==> src/rtl/restoring_divider_seq.sv <==
// Sequential restoring divider: one quotient bit per clock, unsigned or signed (truncating) per operation.
// Latency WIDTH+2 edges from accept to done (1 edge for divide-by-zero); start is ignored while busy or while done is high.
module restoring_divider_seq #(
    parameter int WIDTH     = 8,
    parameter bit SIGNED_EN = 1'b1
) (
    input  logic             clk,
    input  logic             rst_n,
    input  logic             start,
    input  logic             signed_mode,
    input  logic [WIDTH-1:0] dividend,
    input  logic [WIDTH-1:0] divisor,
    output logic             busy,
    output logic             done,
    output logic [WIDTH-1:0] quotient,
    output logic [WIDTH-1:0] remainder,
    output logic             div_by_zero,
    output logic             overflow
);

    localparam int               CW        = (WIDTH > 2) ? $clog2(WIDTH) : 1;
    localparam logic [CW-1:0]    LAST_ITER = CW'(WIDTH - 1);
    localparam logic [CW-1:0]    CNT_ONE   = CW'(1);
    localparam logic [WIDTH-1:0] MOST_NEG  = {1'b1, {(WIDTH-1){1'b0}}};
    localparam logic [WIDTH-1:0] ALL_ONES  = {WIDTH{1'b1}};
    localparam logic [WIDTH:0]   ONE_EXT   = {{WIDTH{1'b0}}, 1'b1};

    typedef enum logic [1:0] {
        S_IDLE,
        S_RUN,
        S_FIX,
        S_DONE
    } state_t;

    state_t           state;
    logic [CW-1:0]    cnt;
    logic [WIDTH-1:0] part_rem;
    logic [WIDTH-1:0] dq_shift;
    logic [WIDTH-1:0] dv_mag;
    logic [WIDTH-1:0] dividend_q;
    logic [WIDTH-1:0] divisor_q;
    logic             signed_q;
    logic             q_neg;
    logic             r_neg;
    logic             dz_q;

    logic             accept;
    logic             eff_signed;
    logic [WIDTH-1:0] dividend_abs;
    logic [WIDTH-1:0] divisor_abs;
    logic [WIDTH:0]   shifted;
    logic [WIDTH:0]   trial;
    logic             q_bit;
    logic [WIDTH-1:0] q_fix;
    logic [WIDTH-1:0] r_fix;

    // The restore branch only happens when shifted < divisor, so shifted[WIDTH]
    // is then zero and the partial remainder fits back in WIDTH bits.
    always_comb begin
        accept       = (state == S_IDLE) && start && !done;
        eff_signed   = signed_mode & SIGNED_EN;
        dividend_abs = (eff_signed && dividend[WIDTH-1]) ? -dividend : dividend;
        divisor_abs  = (eff_signed && divisor[WIDTH-1])  ? -divisor  : divisor;
        shifted      = {part_rem, dq_shift[WIDTH-1]};
        trial        = shifted + ~{1'b0, dv_mag} + ONE_EXT;
        q_bit        = ~trial[WIDTH];
        q_fix        = q_neg ? -dq_shift : dq_shift;
        r_fix        = r_neg ? -part_rem : part_rem;
    end

    always_ff @(posedge clk or negedge rst_n) begin
        if (!rst_n) begin
            state       <= S_IDLE;
            cnt         <= '0;
            part_rem    <= '0;
            dq_shift    <= '0;
            dv_mag      <= '0;
            dividend_q  <= '0;
            divisor_q   <= '0;
            signed_q    <= 1'b0;
            q_neg       <= 1'b0;
            r_neg       <= 1'b0;
            dz_q        <= 1'b0;
            busy        <= 1'b0;
            done        <= 1'b0;
            quotient    <= '0;
            remainder   <= '0;
            div_by_zero <= 1'b0;
            overflow    <= 1'b0;
        end else begin
            done <= 1'b0;
            case (state)
                S_IDLE: begin
                    if (accept) begin
                        dividend_q  <= dividend;
                        divisor_q   <= divisor;
                        signed_q    <= eff_signed;
                        div_by_zero <= 1'b0;
                        overflow    <= 1'b0;
                        busy        <= 1'b1;
                        if (divisor == '0) begin
                            dz_q  <= 1'b1;
                            state <= S_DONE;
                        end else begin
                            dz_q     <= 1'b0;
                            dq_shift <= dividend_abs;
                            dv_mag   <= divisor_abs;
                            q_neg    <= eff_signed & (dividend[WIDTH-1] ^ divisor[WIDTH-1]);
                            r_neg    <= eff_signed & dividend[WIDTH-1];
                            part_rem <= '0;
                            cnt      <= '0;
                            state    <= S_RUN;
                        end
                    end
                end
                S_RUN: begin
                    part_rem <= q_bit ? trial[WIDTH-1:0] : shifted[WIDTH-1:0];
                    dq_shift <= {dq_shift[WIDTH-2:0], q_bit};
                    if (cnt == LAST_ITER) begin
                        cnt   <= '0;
                        state <= S_FIX;
                    end else begin
                        cnt <= cnt + CNT_ONE;
                    end
                end
                S_FIX: begin
                    quotient  <= q_fix;
                    remainder <= r_fix;
                    overflow  <= signed_q && (dividend_q == MOST_NEG) && (divisor_q == ALL_ONES);
                    state     <= S_DONE;
                end
                S_DONE: begin
                    done  <= 1'b1;
                    busy  <= 1'b0;
                    state <= S_IDLE;
                    if (dz_q) begin
                        quotient    <= ALL_ONES;
                        remainder   <= dividend_q;
                        div_by_zero <= 1'b1;
                        overflow    <= 1'b0;
                    end
                end
                default: state <= S_IDLE;
            endcase
        end
    end

endmodule

==> config.mk <==
export PLATFORM = sky130hd
export DESIGN_NAME = restoring_divider_seq
export DESIGN_NICKNAME = d
export VERILOG_FILES = /design/src/rtl/restoring_divider_seq.sv
export SDC_FILE = /design/constraint.sdc
export NUM_CORES = 1
export LEC_CHECK = 0
export BUFFER_PORTS_ARGS = -buffer_cell sky130_fd_sc_hd__clkbuf_2
export CORE_AREA = 2 2 89 91
export CTS_CLUSTER_SIZE = 14
export DETAILED_ROUTE_END_ITERATION = 10
export DIE_AREA = 0 0 91 93
export PLACE_DENSITY = 0.73
export RECOVER_POWER = 100
export SYNTH_ARGS = -nofsm -noshare
export SYNTH_HDL_FRONTEND = slang
export SYNTH_SLANG_ARGS = --single-unit
==> constraint.sdc <==
create_clock -name clk -period 3.4 [get_ports clk]
set_input_delay 0.51 -clock clk [delete_from_list [all_inputs] [get_ports clk]]
set_output_delay 0.51 -clock clk [all_outputs]
set_load 0.02 [all_outputs]
==> flow_summary.yaml <==
global_route:
  grt_usage_pct: 22.71
  grt_pass1_wl_um: 15200
  grt_max_degree: 38
  grt_pass1_vias: 3094
  grt-ovfl-total: 0
  antenna_found_initial: 0
critical_path:
  crit_path_end_kind: "flop"
  r2r-start: "dq_shift[7]"
  critPathKind: "primary input to flop"
  start_kind: "primary input"
  crit_required_ns: 3.57
  reg2reg_depth: 9
  path_max_fanout: 30
  cp.arrival_ns: 3.06
  startpoint: "divisor[0]"
route:
  firstDrtPassIters: 5
  via_per_inst: 5.657
  first_iter_violations: 280
  routed_wl_um: 9170
  final_antenna_net_count: 0
  wl_per_cell_um: 15.49
  vias: 3349
  remaining_drc_errors: 0
yosys:
  ys_warn_count: 0
  syn_inst: 449
  async_reset_ff_share_pct: 100.0
  synth_area_mm2: 0.004005
  syn_area_per_cell_um2: 8.920
  ys_types: 54
  synth_seq_area_share_pct: 43.11
  synth_nets: 489
  ys.flop_type: "dfrtp_1"
  synth_enable_flop_cells: 0
  synth-seq-cells: 69
timing:
  fmax_mhz: 345.4
  tns_ns: 0
  finalSetupViolations: 0
  finalClockSkew_ns: 0.01073
  relSlewSlack_pct: -23.14
  rsz0062_at_grt: "no"
  min_period_ns: 2.895
  finalCritPeriodShare_pct: 85.15
  hold_viol_final: 0
  slew_viol_final: 34
  tightest_slew_ns: 1.847
cts:
  clock_latency_ns: 0.34
  hold_buffers: 0
  cts-root-buf: "clkbuf_8"
  htreeDepth: 3
  post_cts_buffers: 0
  clk_path_buf_depth: 2
  clock-sinks: 69
  cts_buffers: 9
  cts_tree: "built"
  post_cts_resized: 0
  clkSlewWorstSetupHoldPaths_ns: 0.08
die:
  core-area_mm2: 0.007527
  die-height_um: 93
  dieArea_mm2: 0.008463
  initial_core_util_pct: 53.21
  io_pins: 40
  core.rowCount: 32
  dieWidth_um: 91
hold_path:
  hp-class: "primary input to flop"
  hold_path_depth: 3
  worstHoldStart: "divisor[3]"
final_layout:
  syn2layout_area_growth_pct: 10.93
  post-route-util_pct: 59.03
  antennaDiodeCount: 0
  drive_above_1_share_pct: 8.980
  nNetsFinal: 525
placed_design:
  hpwl_um: 6838
  gp_congestion: 0.8475
  io_buffers: 39
power_and_ir_drop:
  worst_ir_drop_vdd_v: 0.0005285
  p_total_mw: 4.500
  p_per_area_mw_per_mm2: 1013
  p_leak_nw: 2.055
job:
  cap_violations: 1
status:
  violations: "max-capacitance violations, max-slew violations"
  status: "finished, violations left"
## metal layers
metal / global-route usage [%] / share of wire, %
met1: 32.27 / 47
met2: 36.05 / 46
met3: 2.740 / 4.8
met4: 8.460 / 1.6
met5: 0 / 0
## Yosys cell counts, types with 2 or more instances
master     n  area [um2]
clkbuf_1  15       56.30
o41ai_1    2       17.52
nor3_1     6       30.03
o21ai_0   43       215.2
o31ai_1    9       67.56
mux2i_1   16       160.2
mux2_2     4       45.04
a21boi_0   2       15.01
a21oi_1   34       170.2
o211ai_1   2       15.01
xor2_1    15       131.4
a211oi_1   3       22.52
nor4_1     4       25.02
a221oi_1   2       17.52
buf_4      2       15.01
nand4b_1   2       17.52
ha_1      19       237.7
nor2_1    25       93.84
or4_1      2       15.01
nand2_1   94       352.8
nand2b_1   2       12.51
nand4_1    2       12.51
dfrtp_1   69        1727
or3_1      2       12.51
nand3_1    5       25.02
inv_1     23       86.33
xnor2_1    9       78.83
a32oi_1    5       43.79
a21o_1     2       15.01
nor2b_1    5       31.28
## worst max-delay path, cell delays in order
cell and delay [ns]:
clkbuf_1 0.09, inv_1 0.09, ha_1 0.21, or4b_1 0.54
o41a_1 0.46, a21oi_2 0.88, o21ai_0 0.26
## state kept, by name, indices dropped and copies added, names as in the netlist, 2 cells and up
signal and count:
cnt 3, state 2, remainder 8, divisor_q 8
quotient 8, dividend_q 8, dq_shift 8, part_rem 8
dv_mag 8
## kinds of logic after synthesis
family          synth area share, %
simple gates                  16.59
compound gates                18.96
flops                         43.11
buf+inv                       4.529
xor+xnor                      5.249
mux                           5.123
fa+ha+maj                     6.436
## placed cells by master, fill, tap and decap left out, types with 3 or more instances in the layout
master / synthesis / routed
nand3_1: 5 / 5
nor3_1: 6 / 6
a21oi_1: 34 / 34
o31ai_1: 9 / 9
inv_1: 23 / 23
o41ai_1: 2 / 3
nor4_1: 4 / 4
a32oi_1: 5 / 5
dfrtp_1: 69 / 69
xor2_1: 15 / 15
mux2i_1: 16 / 16
nor2_1: 25 / 25
a211oi_1: 3 / 3
clkbuf_8: 0 / 10
clkbuf_1: 15 / 25
nand2_1: 94 / 94
nor2b_1: 5 / 5
mux2_2: 4 / 4
ha_1: 19 / 19
clkbuf_2: 0 / 18
xnor2_1: 9 / 9
o21ai_0: 43 / 43
## final cells by class
cell class	count	area (um2)
well taps	102	127.6
clock buffers	10	137.6
repair buffers	45	198.9
multi-input cells	336	2068
inverters	24	90.09
fillers	701	3084
flip-flops and latches	69	1727
clock inverters	6	93.84
## metrics by stage
stage	hold WS, ns	cell area (um2)	setup WS, ns	std cells
CTS	0.2708	4526	0.6243	592
floorplan	0.2144	4005	0.9372	449
global route	0.4433	4443	0.2850	592
detailed placement	0.4622	4294	0.6121	576
finish	0.4249	4443	0.5049	592
global placement	0.4600	4294	0.7014	576
## worst paths after layout
| path | endpoint | slack (ns) |
|---|---|---|
| hold / removal | divisor_q[3] | 0.42 |
| setup reg to reg | part_rem[6] | 0.63 |
| setup / recovery | dq_shift[4] | 0.50 |
| max in group asynchronous | dv_mag[4] | 1.00 |
| hold reg to reg | remainder[0] | 0.48 |
| min in group asynchronous | quotient[5] | 0.66 |
## power by group
part | internal, mW | switching (mW)
logic | 0.847 | 1.36
clock network | 0.439 | 0.325
registers | 1.18 | 0.346
total | 2.47 | 2.03
(Power assumes the default switching activity.)
